[src/rtl/burst_read_master.sv]
`default_nettype none
// ============================================================================
// Module      : burst_read_master
// Description : Avalon-MM burst read master. Fetches ctrl_length words from
//               ctrl_baseaddress in bursts of at most BURST_COUNT beats and
//               buffers them in a show-ahead FIFO drained through a
//               valid/read user port. A burst is only requested once the
//               FIFO can absorb all of its beats, so the user may stall.
//               Optional build macro BURST_READ_CHECK_EN adds a data compare
//               against ctrl_pattern with a saturating mismatch counter.
// Revision    : 1.0 - initial release
// ============================================================================
module burst_read_master #(
  parameter int ADDRESS_WIDTH     = 32,
  parameter int DATA_WIDTH        = 32,
  parameter int BYTE_ENABLE_WIDTH = 4,
  parameter int LENGTH_WIDTH      = 16,
  parameter int BURST_COUNT       = 4,
  parameter int BURST_WIDTH       = 3,
  parameter int FIFO_DEPTH        = 16,
  parameter int FIFO_DEPTH_LOG2   = 4
) (
  input  logic                         clk,
  input  logic                         reset,
  // Avalon-MM read master
  output logic [ADDRESS_WIDTH-1:0]     master_address,
  output logic                         master_read,
  output logic [BURST_WIDTH-1:0]       master_burstcount,
  output logic [BYTE_ENABLE_WIDTH-1:0] master_byteenable,
  input  logic                         master_waitrequest,
  input  logic [DATA_WIDTH-1:0]        master_readdata,
  input  logic                         master_readdatavalid,
  // Control
  input  logic                         ctrl_start,
  input  logic [ADDRESS_WIDTH-1:0]     ctrl_baseaddress,
  input  logic [LENGTH_WIDTH-1:0]      ctrl_length,
  output logic                         ctrl_busy,
  output logic                         ctrl_done,
`ifdef BURST_READ_CHECK_EN
  input  logic [DATA_WIDTH-1:0]        ctrl_pattern,
  output logic [LENGTH_WIDTH-1:0]      ctrl_mismatch,
`endif
  // User read port
  output logic [DATA_WIDTH-1:0]        user_data,
  output logic                         user_valid,
  input  logic                         user_read
);

  // --------------------------------------------------------------------------
  // Constants
  // --------------------------------------------------------------------------
  localparam int CNT_W = FIFO_DEPTH_LOG2 + 1;

  localparam logic [2:0] c_ST_IDLE      = 3'd0;
  localparam logic [2:0] c_ST_WAITSPACE = 3'd1;
  localparam logic [2:0] c_ST_REQ       = 3'd2;
  localparam logic [2:0] c_ST_DATA      = 3'd3;
  localparam logic [2:0] c_ST_DONE      = 3'd4;

  localparam logic [CNT_W-1:0]        c_FIFO_DEPTH = CNT_W'(FIFO_DEPTH);
  localparam logic [CNT_W-1:0]        c_BURST_ROOM = CNT_W'(BURST_COUNT);
  localparam logic [LENGTH_WIDTH-1:0] c_BURST_LEN  = LENGTH_WIDTH'(BURST_COUNT);
  localparam logic [ADDRESS_WIDTH-1:0] c_WORD_BYTES = ADDRESS_WIDTH'(BYTE_ENABLE_WIDTH);

  // --------------------------------------------------------------------------
  // State and datapath registers
  // --------------------------------------------------------------------------
  logic [2:0]                   state_q, state_d;
  logic [ADDRESS_WIDTH-1:0]     addr_q, addr_d;
  logic [LENGTH_WIDTH-1:0]      remaining_q, remaining_d;
  logic [BURST_WIDTH-1:0]       beats_left_q, beats_left_d;
  logic                         read_q, read_d;
  logic [ADDRESS_WIDTH-1:0]     address_q, address_d;
  logic [BURST_WIDTH-1:0]       burstcount_q, burstcount_d;
  logic                         busy_q, busy_d;
  logic                         done_q, done_d;
  logic [BYTE_ENABLE_WIDTH-1:0] byteenable_q;

  // FIFO storage and bookkeeping
  logic [DATA_WIDTH-1:0]        mem_q [FIFO_DEPTH];
  logic [FIFO_DEPTH_LOG2-1:0]   wr_ptr_q;
  logic [FIFO_DEPTH_LOG2-1:0]   rd_ptr_q;
  logic [CNT_W-1:0]             count_q;

  // Combinational helpers
  logic                         w_start;
  logic                         w_room;
  logic [CNT_W-1:0]             w_free;
  logic [BURST_WIDTH-1:0]       w_burst_len;
  logic                         w_accept;
  logic                         w_last_beat;
  logic                         w_push;
  logic                         w_pop;
  logic                         w_full;
  logic                         w_wr_en;

  assign w_start  = (state_q == c_ST_IDLE) && ctrl_start;
  // Nothing is outstanding while waiting for space, so the FIFO count alone
  // is the fill level.
  assign w_free   = c_FIFO_DEPTH - count_q;
  assign w_room   = (w_free >= c_BURST_ROOM);
  // Final burst is exactly the words left; all others are full length.
  assign w_burst_len = (remaining_q >= c_BURST_LEN) ? BURST_WIDTH'(BURST_COUNT)
                                                    : BURST_WIDTH'(remaining_q);
  assign w_accept    = (state_q == c_ST_REQ) && !master_waitrequest;
  // Beats only count in DATA; anything earlier is a stray and dropped.
  assign w_push      = (state_q == c_ST_DATA) && master_readdatavalid;
  assign w_last_beat = w_push && (beats_left_q == BURST_WIDTH'(1));

  assign w_full  = (count_q == c_FIFO_DEPTH);
  assign w_pop   = user_read && (count_q != '0);
  // A full FIFO can still take a beat when the head leaves on the same edge.
  assign w_wr_en = w_push && (!w_full || w_pop);

  // --------------------------------------------------------------------------
  // FSM
  // --------------------------------------------------------------------------
  // State register.
  always_ff @(posedge clk) begin
    if (reset) begin
      state_q <= c_ST_IDLE;
    end else begin
      state_q <= state_d;
    end
  end

  // Next-state decode.
  always_comb begin
    state_d = state_q;
    case (state_q)
      c_ST_IDLE: begin
        if (ctrl_start) begin
          state_d = (ctrl_length == '0) ? c_ST_DONE : c_ST_WAITSPACE;
        end
      end
      c_ST_WAITSPACE: begin
        if (w_room) begin
          state_d = c_ST_REQ;
        end
      end
      c_ST_REQ: begin
        if (!master_waitrequest) begin
          state_d = c_ST_DATA;
        end
      end
      c_ST_DATA: begin
        if (w_last_beat) begin
          state_d = (remaining_q == '0) ? c_ST_DONE : c_ST_WAITSPACE;
        end
      end
      c_ST_DONE: begin
        state_d = c_ST_IDLE;
      end
      default: begin
        state_d = c_ST_IDLE;
      end
    endcase
  end

  // Next values for the registered bus outputs, status and transfer counters.
  always_comb begin
    addr_d       = addr_q;
    remaining_d  = remaining_q;
    beats_left_d = beats_left_q;
    read_d       = read_q;
    address_d    = address_q;
    burstcount_d = burstcount_q;
    busy_d       = busy_q;
    done_d       = 1'b0;
    case (state_q)
      c_ST_IDLE: begin
        if (ctrl_start) begin
          addr_d      = ctrl_baseaddress;
          remaining_d = ctrl_length;
          busy_d      = 1'b1;
        end
      end
      c_ST_WAITSPACE: begin
        if (w_room) begin
          read_d       = 1'b1;
          address_d    = addr_q;
          burstcount_d = w_burst_len;
        end
      end
      c_ST_REQ: begin
        // Request stays frozen until the slave takes it.
        if (w_accept) begin
          read_d       = 1'b0;
          beats_left_d = burstcount_q;
          addr_d       = addr_q + (ADDRESS_WIDTH'(burstcount_q) * c_WORD_BYTES);
          remaining_d  = remaining_q - LENGTH_WIDTH'(burstcount_q);
        end
      end
      c_ST_DATA: begin
        if (w_push) begin
          beats_left_d = beats_left_q - BURST_WIDTH'(1);
        end
      end
      c_ST_DONE: begin
        done_d = 1'b1;
        busy_d = 1'b0;
      end
      default: begin
        read_d = 1'b0;
        busy_d = 1'b0;
      end
    endcase
  end

  // Datapath and output registers.
  always_ff @(posedge clk) begin
    if (reset) begin
      addr_q       <= '0;
      remaining_q  <= '0;
      beats_left_q <= '0;
      read_q       <= 1'b0;
      address_q    <= '0;
      burstcount_q <= '0;
      busy_q       <= 1'b0;
      done_q       <= 1'b0;
      byteenable_q <= '0;
    end else begin
      addr_q       <= addr_d;
      remaining_q  <= remaining_d;
      beats_left_q <= beats_left_d;
      read_q       <= read_d;
      address_q    <= address_d;
      burstcount_q <= burstcount_d;
      busy_q       <= busy_d;
      done_q       <= done_d;
      byteenable_q <= '1;
    end
  end

  // --------------------------------------------------------------------------
  // Show-ahead FIFO
  // --------------------------------------------------------------------------
  // Storage array; left unreset so it can map onto RAM.
  always_ff @(posedge clk) begin
    if (w_wr_en) begin
      mem_q[wr_ptr_q] <= master_readdata;
    end
  end

  // Pointers and occupancy; pointers wrap naturally at FIFO_DEPTH.
  always_ff @(posedge clk) begin
    if (reset) begin
      wr_ptr_q <= '0;
      rd_ptr_q <= '0;
      count_q  <= '0;
    end else begin
      if (w_wr_en) begin
        wr_ptr_q <= wr_ptr_q + FIFO_DEPTH_LOG2'(1);
      end
      if (w_pop) begin
        rd_ptr_q <= rd_ptr_q + FIFO_DEPTH_LOG2'(1);
      end
      if (w_wr_en && !w_pop) begin
        count_q <= count_q + CNT_W'(1);
      end else if (w_pop && !w_wr_en) begin
        count_q <= count_q - CNT_W'(1);
      end
    end
  end

`ifdef BURST_READ_CHECK_EN
  // --------------------------------------------------------------------------
  // Loopback data check
  // --------------------------------------------------------------------------
  logic [DATA_WIDTH-1:0]   pattern_q;
  logic [LENGTH_WIDTH-1:0] mismatch_q;

  // Pattern capture and saturating mismatch count over every pushed beat.
  always_ff @(posedge clk) begin
    if (reset) begin
      pattern_q  <= '0;
      mismatch_q <= '0;
    end else if (w_start) begin
      pattern_q  <= ctrl_pattern;
      mismatch_q <= '0;
    end else if (w_push && (master_readdata != pattern_q) && (mismatch_q != '1)) begin
      mismatch_q <= mismatch_q + LENGTH_WIDTH'(1);
    end
  end

  assign ctrl_mismatch = mismatch_q;
`endif

  // --------------------------------------------------------------------------
  // Outputs
  // --------------------------------------------------------------------------
  assign master_address    = address_q;
  assign master_read       = read_q;
  assign master_burstcount = burstcount_q;
  assign master_byteenable = byteenable_q;
  assign ctrl_busy         = busy_q;
  assign ctrl_done         = done_q;
  assign user_valid        = (count_q != '0);
  // Head is masked to zero while empty so a flushed FIFO shows no stale data.
  assign user_data         = user_valid ? mem_q[rd_ptr_q] : '0;

`ifndef SYNTHESIS
  // A beat arriving with no free slot means the space check was bypassed.
  a_no_overflow : assert property (@(posedge clk) disable iff (reset)
                                   !(w_push && w_full && !w_pop));
`endif

endmodule
`default_nettype wire

[config.mk]
export PLATFORM = sky130hd
export DESIGN_NAME = burst_read_master
export DESIGN_NICKNAME = d
export VERILOG_FILES = /design/src/rtl/burst_read_master.sv
export SDC_FILE = /design/constraint.sdc
export NUM_CORES = 1
export LEC_CHECK = 0
export CAP_MARGIN = 40
export CORE_MARGIN = 4
export CORE_UTILIZATION = 40
export DETAILED_ROUTE_END_ITERATION = 12
export PLACE_DENSITY_LB_ADDON = 0.15
export SKIP_CTS_REPAIR_TIMING = 1
export SYNTH_ARGS = -nofsm -noshare
export SYNTH_HDL_FRONTEND = slang
export SYNTH_SLANG_ARGS = --single-unit
export TNS_END_PERCENT = 30
[constraint.sdc]
create_clock -name clk -period 6.2 [get_ports clk]
set_input_delay 0.93 -clock clk [delete_from_list [all_inputs] [get_ports clk]]
set_output_delay 0.93 -clock clk [all_outputs]
set_load 0.01 [all_outputs]
* Word-level counts from Yosys, hierarchy flattened
Memories as Yosys holds them, arrays and structs flattened. A register that Yosys moved wholly into a read port is not among the register bits. Cells that the tools add are included.
Cells by class: multiplexer cells 31, bitwise operators 2, add/sub/neg operators 8, order comparisons 2, equality and inequality tests 12, reduce and logical (&&, ||, !) cells 27
Operator list (number):
- 32-bit 2-to-1 mux | 3
- 32-bit one-hot mux with 2 select lines | 1
- 32-bit by 5-bit adder with 32-bit output | 1
- 16-bit logical NOT | 2
- 16-bit 2-to-1 mux | 2
- 16-bit one-hot mux with 2 select lines | 1
- 3-bit 2-to-1 mux | 9
- 16-bit by 3-bit greater-or-equal comparator with 1-bit output (second input constant) | 1
- 16-bit by 3-bit subtractor with 16-bit output | 1
- 4-bit 2-to-1 mux | 3
- 2-bit inequality test (second input constant) | 6
- 3-bit one-hot mux with 4 select lines | 1
- 5-bit 2-to-1 mux | 2
- 3-bit AND reduction | 3
- 4-bit by 1-bit adder with 4-bit output (second input constant) | 2
- 1-bit logical AND | 7
- 3-bit by 1-bit == test with 1-bit output (second input constant) | 2
- 3-bit by 2-bit == test with 1-bit output (second input constant) | 2
- 1-bit 2-to-1 mux | 6
- 3-bit one-hot mux with 2 select lines | 1
- 2-bit nonzero test | 3
- 3-bit OR reduction | 2
- 5-bit by 1-bit adder with 5-bit output (second input constant) | 1
- 5-bit == test (second input constant) | 1
- 14 further kinds | 19
Storage, ports and cells: input port bits 86, register bits 109, output and inout port bits 75, memory bits (writable) 512, memories 1, word-level logic and storage cells 96
Memories:
- mem_q | words 16, width 32, rd ports 1, clocked after Yosys merged registers in 1, wr ports 1, RTL line 80 | logic [DATA_WIDTH-1:0] mem_q [FIFO_DEPTH];

* Logic depth before layout (Yosys ltp)
depth after elaboration 8, mapped depth 13, gate-level depth less buffers 13

* Worst setup path after synthesis
Ideal clock, no wire load.
kind input-to-reg, start point input user_read, end point memory mem_q[3][0], enable pin, path slack 1.609 ns, arrival time 4.130 ns, required time 5.739 ns, cell stages on the path 5, setup time 0.461 ns, cells stage by stage nor2b_1 inv_2 a211oi_4 nand2_1 nor3_1
On the way: longest elaborated chain between the ends 5
Ends and longest elaborated chain:
- from (decl) | RTL line 46 | input logic user_read
- 1-bit logical AND | RTL line 111 | assign w_pop = user_read && (count_q != '0);
- 1-bit logical OR | RTL line 113 | assign w_wr_en = w_push && (!w_full || w_pop);
- 1-bit logical AND | RTL line 113
- named net w_wr_en | RTL line 95 | logic w_wr_en;
- 1-bit 2-to-1 mux | RTL line 240 | if (w_wr_en) begin
- 1-bit 2-to-1 mux (not written as such) | RTL line 241 | mem_q[wr_ptr_q] <= master_readdata;
- to (decl) | RTL line 80
The timed path passes the listed nets, and every way through them passes these cells.

==> run summary <==
Leak: 0.009387 uW
fin nets: 1831
Cell Area, Synth: 25210 um^2
Seq/Total Area, Yosys: 69.73%
max-slew violation count: 0
Critical Path End Type: output pin
Reg2Reg Depth: 13
synth warn: 0
worst path cell trace: buf_12, buf_4, mux4_2, mux2i_1, o22ai_1, clkdlybuf4s50_1
GRT Overall Usage: 18.25%
Vias/cell: 5.471
total power: 12240 uW
I/O pin total: 161
largest net degree at the start of global routing: 56
Post-synth EDFFs: 512
total wire length: 61.42 mm
delay-heaviest family, CP: buffers and inverters
final hold vios: 0
clk_lat worst skew: 0.60 ns
first drt pass iteration count: 7
Worst-path clk slew: 0.06 ns
Tmin final: 4.254 ns
Max-slew headroom: 44.06%
Initial Util: 40.62%
Tightest Pin Transition: 0.8371 ns
H-tree levels: 3
via count: 14290
total of max-cap violations: 0
CP Max Fanout: 26
synth unique cells: 72
chip height: 259.0 um
syn nets: 1655
Final setup viols: 0
DP HPWL: 39.12 mm
Hold Crit Class: flop to flop
port bufs: 160
CTS tree: done
Finished Cell Area: 30230 um^2
post-synthesis async set-or-reset flop share: 0%
synth-to-layout area growth: 19.94%
WL/cell: 23.52 um
WP buf/inv: 3
post-layout util: 48.72%
Fmax: 0.2351 GHz
initial DRC count: 1190
Hold WS: 0.4524 ns
Final Skew: 0.02754 ns
vias in the first global route: 14660
CP arrival: 3.32 ns
DIE AREA: 67100 um^2
Peak VDD IR: 0.0002635 V
clk root buf: clkbuf_16
period utilization: 68.61%
Mapped Cells: 1547
Routed Antenna Nets: 0
GRT Residual Overflow: 0
CTS Buf Count: 69
hold path depth: 2
slowest CP cell: dfxtp_4
ys flop type: edfxtp_1
row cnt: 91
critical path depth: 6
Clock Path Buffers: 3
initial antenna violation count: 2
flops & latches, synth: 622
core area: 62050 um^2
layout cells sized above 1: 17.54%
post-route setup TNS: 0 ns
CP Data Required Time: 5.27 ns
first-pass GRT wire length: 93.09 mm
crit path kind: flop to output pin
die width: 259.0 um
Mapped Avg Cell Area: 16.29 um^2
fill cell count: 5193
Placed Area: 28080 um^2
Clock Sinks: 622
crit-path max cell delay: 0.70 ns
Post-route DRC: 0
Power per Cell Area: 404.7 nW/um^2
GPL Wtd Cong: 0.8182
status: finished clean
Startpoint Class: flop
RSZ-0062 raised after global routing: false
## per-stage QoR
| step | instances | worst slack (ns) |
|---|---|---|
| global route | 2611 | 1.692 |
| finish | 2611 | 1.946 |
| global placement | 2477 | 2.016 |
| detailed placement | 2489 | 2.028 |
| CTS | 2610 | 1.820 |
| floorplan | 1547 | 1.609 |
## power by group
group / switching [uW] / internal (uW)
clock: 1620 / 2300
sequential: 294 / 4710
combinational: 1770 / 1540
## state kept, by name, summed over array words and instances (netlist names), named ones only
| name | flops |
|---|---|
| master_byteenable | 1 |
| master_address | 32 |
| master_burstcount | 3 |
| wr_ptr_q | 4 |
| addr_q | 32 |
| ctrl_busy | 1 |
| ctrl_done | 1 |
| master_read | 1 |
| remaining_q | 16 |
| state_q | 3 |
| mem_q | 512 |
| beats_left_q | 3 |
| rd_ptr_q | 4 |
| count_q | 5 |
## worst paths after layout
kind	end	from	slack, ns
max	user_data[9]	flop	1.95
max reg2reg	count_q[4]	count_q[0]	2.67
min reg2reg	master_address[31]	master_address[31]	0.45
min	master_address[31]	master_address[31]	0.45
## synth_stat cells, drive strengths merged, types with 3 or more instances
| master | number | share of area [%] |
|---|---|---|
| edfxtp | 512 | 61 |
| nand2 | 136 | 2.0 |
| mux4 | 128 | 11 |
| dfxtp | 110 | 8.7 |
| a21oi | 75 | 1.5 |
| nor2 | 73 | 1.1 |
| mux2i | 70 | 2.8 |
| clkbuf | 66 | 1.1 |
| o22ai | 38 | 0.94 |
| buf | 33 | 0.69 |
| nand3 | 33 | 0.68 |
| o21ai | 31 | 0.62 |
| nor3 | 20 | 0.40 |
| ha | 19 | 0.94 |
| inv | 19 | 0.28 |
| nand4 | 15 | 0.37 |
| a211oi | 14 | 0.52 |
| nor4 | 14 | 0.43 |
| a31oi | 13 | 0.32 |
| a22oi | 11 | 0.33 |
| and3 | 8 | 0.20 |
| a21o | 7 | 0.21 |
| o211ai | 7 | 0.21 |
| xnor2 | 7 | 0.24 |
| nand2b | 6 | 0.15 |
| and4 | 5 | 0.17 |
| o311ai | 5 | 0.17 |
| xor2 | 5 | 0.17 |
| a311oi | 4 | 0.14 |
| and2 | 4 | 0.099 |
| nand3b | 4 | 0.12 |
| o31ai | 4 | 0.12 |
| or2 | 4 | 0.099 |
| or3 | 4 | 0.099 |
| or4 | 4 | 0.12 |
| fa | 3 | 0.24 |
| nor2b | 3 | 0.074 |
| o21a | 3 | 0.089 |
| o32ai | 3 | 0.10 |
| o41ai | 3 | 0.10 |
## final cells by class
type,count,area [um^2],share of cell area (%)
Timing Repair Buffer,205,2145,7.093
Clock inverter,31,276.5,0.9146
Inverter,19,71.32,0.2359
Clock buffer,90,1877,6.208
Multi-Input combinational cell,806,7227,23.90
Tap cell,837,1047,3.464
Antenna cell,1,2.502,0.008277
Sequential cell,622,17590,58.17
## kinds of logic after synthesis
logic type	count (synthesis)	share of synthesized area (%)
AOI/OAI and AO/OA	232	5.857
and+or+nand+nor	341	6.462
adders and majority gates	22	1.181
DFF	622	69.73
buffers and inverters	119	2.095
muxes	199	14.26
xor gates and xnor gates	12	0.4169
## worst reg2reg max path, cell delays in order (launching register included)
cell,delay (ns)
dfxtp_1,0.43
nor4_1,0.13
ha_1,0.24
nor2b_1,0.38
inv_2,0.12
a211oi_4,0.47
ha_1,0.27
inv_1,0.10
fa_1,0.42
a21o_1,0.20
a21oi_1,0.16
xnor2_1,0.08
or3_1,0.30
a21oi_1,0.14
## placed cells by master (no fill, tap or decap), types with 16 or more instances in the layout
cell type,Yosys,routed
mux2i_1,70,70
buf_4,3,33
a21oi_1,75,75
ha_1,19,19
nor2_1,71,59
clkdlybuf4s50_1,0,159
inv_1,18,18
nor3_1,20,16
clkbuf_16,0,70
o22ai_1,38,38
o21ai_0,28,28
dfxtp_1,110,107
mux4_2,128,128
nand3_1,32,32
nand2_1,136,135
edfxtp_1,512,512
## routing by layer
layer | vias to the layer above | share of wire, % | track usage (%)
met3 | 88 | 4.6 | 3.112
met5 | - | 0.020 | 0
met2 | 367 | 49 | 30.25
met4 | 2 | 1.9 | 4.858
li1 | 6498 | - | -
met1 | 7331 | 44 | 25.25
Power figures use the tool's default switching activity.
